[config.mk]
export PLATFORM = sky130hd
export DESIGN_NAME = exu_wb_arb
export DESIGN_NICKNAME = d
export VERILOG_FILES = /design/src/rtl/exu_wb_arb_pkg.sv /design/src/rtl/exu_wb_arb_wb_fifo.sv /design/src/rtl/exu_wb_arb.sv
export SDC_FILE = /design/constraint.sdc
export NUM_CORES = 1
export LEC_CHECK = 0
export BUFFER_PORTS_ARGS = -buffer_cell sky130_fd_sc_hd__buf_4
export CAP_MARGIN = 20
export CORE_MARGIN = 2
export CORE_UTILIZATION = 63
export CTS_CLUSTER_DIAMETER = 80
export DETAILED_ROUTE_END_ITERATION = 7
export GPL_ROUTABILITY_DRIVEN = 0
export PLACE_DENSITY = 0.83
export SKIP_LAST_GASP = 1
export SLEW_MARGIN = 20
export SYNTH_ARGS = -nofsm -noshare
export SYNTH_HDL_FRONTEND = slang
export SYNTH_SLANG_ARGS = --single-unit
[constraint.sdc]
create_clock -name clk -period 12.8 [get_ports clk]
set_input_delay 1.92 -clock clk [delete_from_list [all_inputs] [get_ports clk]]
set_output_delay 1.92 -clock clk [all_outputs]
set_load 0.1 [all_outputs]
[src/rtl/exu_wb_arb_pkg.sv]
// Shared types for the EXU writeback arbiter: request struct, source IDs and sizing constants.
package exu_wb_arb_pkg;

    localparam int XLEN                = 32;
    localparam int REG_FILE_ADDR_WIDTH = 5;
    localparam int TAG_W               = 8;
    localparam int NUM_SRC             = 4;
    localparam int WB_FIFO_DEPTH       = 4;
    localparam int WB_STALL_THRESH     = 2;

    typedef struct packed {
        logic                           valid;
        logic [REG_FILE_ADDR_WIDTH-1:0] rd_addr;
        logic [XLEN-1:0]                data;
        logic [TAG_W-1:0]               instr_tag;
    } wb_req_t;

    // Encoding order doubles as priority: lower value wins arbitration.
    typedef enum logic [1:0] {
        WB_SRC_LSU = 2'd0,
        WB_SRC_DIV = 2'd1,
        WB_SRC_MUL = 2'd2,
        WB_SRC_ALU = 2'd3
    } wb_src_e;

endpackage

[src/rtl/exu_wb_arb_wb_fifo.sv]
// Small synchronous circular-buffer FIFO with extra-MSB pointers; a push into a full FIFO
// without a simultaneous pop is dropped so the stored entries are never corrupted.
module wb_fifo
    import exu_wb_arb_pkg::*;
#(
    parameter  int WIDTH = $bits(wb_req_t),
    parameter  int DEPTH = WB_FIFO_DEPTH,
    localparam int AW    = $clog2(DEPTH)
) (
    input  logic             clk,
    input  logic             rstn,
    input  logic             push,
    input  logic             pop,
    input  logic [WIDTH-1:0] din,
    output logic             full,
    output logic             empty,
    output logic [AW:0]      count,
    output logic [WIDTH-1:0] head
);

    logic [WIDTH-1:0] mem [DEPTH];
    logic [AW:0]      wr_ptr;
    logic [AW:0]      rd_ptr;
    logic             do_push;
    logic             do_pop;

    assign full    = (wr_ptr[AW] != rd_ptr[AW]) && (wr_ptr[AW-1:0] == rd_ptr[AW-1:0]);
    assign empty   = (wr_ptr == rd_ptr);
    assign count   = wr_ptr - rd_ptr;
    assign head    = mem[rd_ptr[AW-1:0]];
    assign do_pop  = pop && !empty;
    assign do_push = push && (!full || do_pop);

    always_ff @(posedge clk or negedge rstn) begin
        if (!rstn) begin
            wr_ptr <= '0;
            rd_ptr <= '0;
        end else begin
            if (do_push) wr_ptr <= wr_ptr + 1'b1;
            if (do_pop)  rd_ptr <= rd_ptr + 1'b1;
        end
    end

    always_ff @(posedge clk) begin
        if (do_push) mem[wr_ptr[AW-1:0]] <= din;
    end

endmodule

[src/rtl/exu_wb_arb.sv]
// Arbitrates ALU/MUL/DIV/LSU results onto the single register-file write port, buffering
// losers per source and requesting an issue stall before any buffer can overflow.
module exu_wb_arb
    import exu_wb_arb_pkg::*;
#(
    parameter  int FIFO_DEPTH   = WB_FIFO_DEPTH,
    parameter  int STALL_THRESH = WB_STALL_THRESH,
    localparam int CW           = $clog2(FIFO_DEPTH) + 1
) (
    input  logic                           clk,
    input  logic                           rstn,
    input  wb_req_t                        alu_res,
    input  wb_req_t                        mul_res,
    input  wb_req_t                        div_res,
    input  wb_req_t                        lsu_res,
    output logic [XLEN-1:0]                exu_wb_data,
    output logic [REG_FILE_ADDR_WIDTH-1:0] exu_wb_rd_addr,
    output logic                           exu_wb_rd_wr_en,
    output logic [TAG_W-1:0]               exu_wb_instr_tag,
    output logic                           wb_stall,
    output logic                           wb_overflow
);

    wb_req_t            incoming [NUM_SRC];
    wb_req_t            head     [NUM_SRC];
    wb_req_t            cand     [NUM_SRC];
    logic [CW-1:0]      count    [NUM_SRC];
    logic [NUM_SRC-1:0] push;
    logic [NUM_SRC-1:0] pop;
    logic [NUM_SRC-1:0] full;
    logic [NUM_SRC-1:0] empty;
    logic [NUM_SRC-1:0] grant;
    wb_req_t            win;
    logic               overflow_evt;

    assign incoming[WB_SRC_LSU] = lsu_res;
    assign incoming[WB_SRC_DIV] = div_res;
    assign incoming[WB_SRC_MUL] = mul_res;
    assign incoming[WB_SRC_ALU] = alu_res;

    for (genvar g = 0; g < NUM_SRC; g++) begin : g_fifo
        wb_fifo #(
            .WIDTH ($bits(wb_req_t)),
            .DEPTH (FIFO_DEPTH)
        ) u_fifo (
            .clk   (clk),
            .rstn  (rstn),
            .push  (push[g]),
            .pop   (pop[g]),
            .din   (incoming[g]),
            .full  (full[g]),
            .empty (empty[g]),
            .count (count[g]),
            .head  (head[g])
        );
    end

    // A buffered head always outranks its own source's new request, keeping per-source order.
    always_comb begin
        grant = '0;
        win   = '0;
        for (int i = 0; i < NUM_SRC; i++) begin
            cand[i] = empty[i] ? incoming[i] : head[i];
        end
        for (int i = 0; i < NUM_SRC; i++) begin
            if (!win.valid && cand[i].valid) begin
                grant[i] = 1'b1;
                win      = cand[i];
            end
        end
        for (int i = 0; i < NUM_SRC; i++) begin
            pop[i]  = grant[i] && !empty[i];
            push[i] = incoming[i].valid && !(grant[i] && empty[i]);
        end
    end

    assign overflow_evt = |(push & full & ~pop);

    always_comb begin
        wb_stall = 1'b0;
        for (int i = 0; i < NUM_SRC; i++) begin
            if (count[i] >= CW'(FIFO_DEPTH - STALL_THRESH)) wb_stall = 1'b1;
        end
    end

    // x0 writes still consume the grant and present their tag, but never strobe the regfile.
    always_ff @(posedge clk or negedge rstn) begin
        if (!rstn) begin
            exu_wb_data      <= '0;
            exu_wb_rd_addr   <= '0;
            exu_wb_rd_wr_en  <= 1'b0;
            exu_wb_instr_tag <= '0;
            wb_overflow      <= 1'b0;
        end else begin
            if (overflow_evt) wb_overflow <= 1'b1;
            exu_wb_rd_wr_en <= win.valid && (win.rd_addr != '0);
            if (win.valid) begin
                exu_wb_data      <= (win.rd_addr == '0) ? '0 : win.data;
                exu_wb_rd_addr   <= win.rd_addr;
                exu_wb_instr_tag <= win.instr_tag;
            end
        end
    end

endmodule

==> results.md <==
- Gate power share: 44.0%
- Startpoint Class: register
- Final Critical Period: 5420 ps
- Detailed Route WL: 78600 um
- Drt wl/cell: 28.5 um
- Port Buffers: 233
- Count leader, synth: edfxtp_1
- Vias/cell: 6.60
- Crit path max fanout: 49
- Mapped Nets: 1991
- Reg area: 23900 sq um
- Tot Pwr: 0.0109 W
- Number of cells on the worst hold path: 1
- Register bit total from synthesis: 807
- Row count: 83
- Synth top area share: 67.6%
- Io pins: 234
- Clock sinks: 807
- Commonest cells post-synth: 736 x edfxtp_1, 186 x nand2_1, 184 x mux4_2
- Register area share after synthesis: 73.0%
- Hold Crit Class: register to register
- Final nets: 2238
- Mapped Cells: 1773
- MaxCap Viol Count: 0
- Starting density of the core: 63.7%
- CTS tree: done
- Die W: 232 um
- Setup crit end kind: register
- PD cells: 290 nW/um^2
- Worst reg2reg path depth: 11
- Filler cells: 2902
- Clock Tree Root: clkbuf_16
- Worst-Margin Slew: 1000 ps
- Core Area: 51300 sq um
- Switch share: 40.1%
- Cts hold-fix bufs: 0
- Fin. Hold Viols: 0
- Main synth FF type: edfxtp_1
- Top cells by area, synth: edfxtp_1 68%, mux4_2 13%, dfrtp_1 5.4%, mux2i_1 2.2%, nand2_1 2.1%
- Synthesized area per cell: 18.4 sq um
- WS Path Type: register to register
- Post-Syn Area: 32700 sq um
- Worst path arrival time: 5680 ps
- Global Route Usage Sum: 30.0%
- Number of setup buffers added after CTS: 0
- PnR worst setup slack: 7380 ps
- RSZ-0062 raised after global routing: no
- DRC Markers: 0
- Largest net degree at the start of global routing: 72
- Max VDD drop: 211 uV
- Die Area: 53700 sq um
- Post-place setup slack: 7160 ps
- Final setup violation count: 0
- H-Tree Level Count: 3
- Status: finished, final reports clean
- CTS Buffer Depth: 3
- GR Overflow Total: 0
- P_sw: 0.00439 W
- Clock Power Share: 19.9%
- Initial DRT Pass Iterations: 6
- Multi-input gate area: 8420 sq um
- Die height: 232 um
- Fin crit share: 42.3%
- P&R area growth vs syn: 15.1%
- Setup TNS: 0 ps
- DRT iter0 DRCs: 2219
- Share of post-route cells with drive strength above 1: 28.8%
- Num CTS Buffers: 77
- Post-synth top area cell: edfxtp_1
- Share of power burned in registers: 36.2%
- First-pass GRT wire length: 117000 um
- Rel. slew slack: 33.3%
- Worst skew pair latency: 630 ps
- DP HPWL: 49000 um
- Number of global-route vias before repair: 18.5k
- Netlist cell types: 49
- Synth warn: 0
- Max Fclk: 0.185 GHz
- Pint: 0.00655 W
- Antenna-violating nets left: 0
- Crit path required time: 13060 ps
- Post-CTS sizing: 0
- Worst-path clk slew: 60 ps
- Leakage: 13.3 nW
- Number of synthesized flops with an enable pin: 736
- Ys async rst share: 8.80%
- Final Skew: 24.9 ps
- Max Transition Viols Final: 0
- Initial antenna violation count: 10
- Via count: 18.2k
-- per-layer routing --
layer | global-route usage (%) | vias up | share of wire, %
met5 | 0 | - | 0.12
met4 | 8.19 | 16 | 2.8
met3 | 8.19 | 180 | 12
met2 | 47.2 | 1131 | 49
met1 | 42.1 | 9277 | 36
li1 | - | 7625 | -
-- registers in the layout, indices dropped and copies added, names as in the netlist --
register,cells
exu_wb_rd_addr,5
exu_wb_rd_wr_en,1
exu_wb_instr_tag,8
g_fifo.u_fifo.wr_ptr,12
g_fifo.u_fifo.rd_ptr,12
wb_overflow,1
g_fifo.u_fifo.mem,736
exu_wb_data,32
-- placed cells by master, fill, tap and decap left out, drive strengths merged, types with 4 or more instances in the layout --
master and count:
buf 268, xor2 11, o21ai 74, dfrtp 71, a21oi 49, nor3 8, nand2 186, nand3 66
mux2i 71, and2 17, edfxtp 736, o221ai 32, clkinvlp 5, a221oi 6, a22o 33, nor2 26
inv 16, a31oi 8, fa 4, xnor2 18, ha 28, clkbuf 97, mux4 184, clkinv 31
-- stage by stage --
stage / area [sq um] / util (%) / hold WS (ps) / std cells
5_1_grt: 37600 / 73.4 / 526 / 2761
3_5_place_dp: 35200 / 68.6 / 501 / 2620
4_1_cts: 37600 / 73.3 / 516 / 2759
2_1_floorplan: 32700 / - / 493 / 1773
6_report: 37600 / 73.4 / 519 / 2761
3_3_place_gp: 35200 / 68.6 / 499 / 2619
-- area by class of cell --
cell class	count	area share, %
diodes	1	0.00665
well taps	680	2.26
repair buffers	268	5.40
inverters	13	0.130
clock inverters	42	0.821
clock buffers	97	5.54
flip-flops and latches	807	63.5
multi-input cells	853	22.4
-- critical path, stage by stage (launching register included) --
cell and delay (ps):
dfrtp_2 520, buf_4 680, mux4_2 590, buf_4 340
o21ai_1 310, o2111ai_1 340, or2_1 360, buf_4 300
xnor2_1 200, a31oi_1 470, and2_2 290, buf_4 540
-- cells by family (layout without fill, tap and decap cells) --
kind of cell	count (synthesis)	in the layout	synth area share, %
flops	807	807	73.0
mux	255	255	14.8
simple gates	315	315	4.14
fa+ha+maj	32	32	1.32
xor+xnor	29	29	0.800
compound gates	222	222	4.47
buf+inv	113	420	1.40
other cells	0	1	0
-- path summary, 6_finish.rpt --
path	slack [ps]	end	from
max	7380	g_fifo[3].u_fifo.mem[3][23]$_DFFE_PP_	g_fifo[0].u_fifo.rd_ptr[0]$_DFFE_PN0P_
min	520	exu_wb_data[9]$_DFFE_PN0N_	exu_wb_data[9]$_DFFE_PN0N_
max reg2reg	7380	g_fifo[3].u_fifo.mem[3][23]$_DFFE_PP_	g_fifo[0].u_fifo.rd_ptr[0]$_DFFE_PN0P_
min reg2reg	520	exu_wb_data[9]$_DFFE_PN0N_	exu_wb_data[9]$_DFFE_PN0N_
max in group asynchronous	11000	exu_wb_data[8]$_DFFE_PN0N_	rstn
min in group asynchronous	1190	g_fifo[3].u_fifo.wr_ptr[2]$_DFFE_PN0P_	rstn
-- power groups by stage --
stage	Sequential (W)	Combinational (W)	Clock (W)
4_1_cts	0.00396	0.00478	0.00220
5_1_grt	0.00401	0.00510	0.00228
6_report	0.00395	0.00481	0.00217
2_1_floorplan	0.00438	0.00282	0
3_5_place_dp	0.00399	0.00470	0
3_3_place_gp	0.00394	0.00456	0
(Power assumes the default switching activity.)
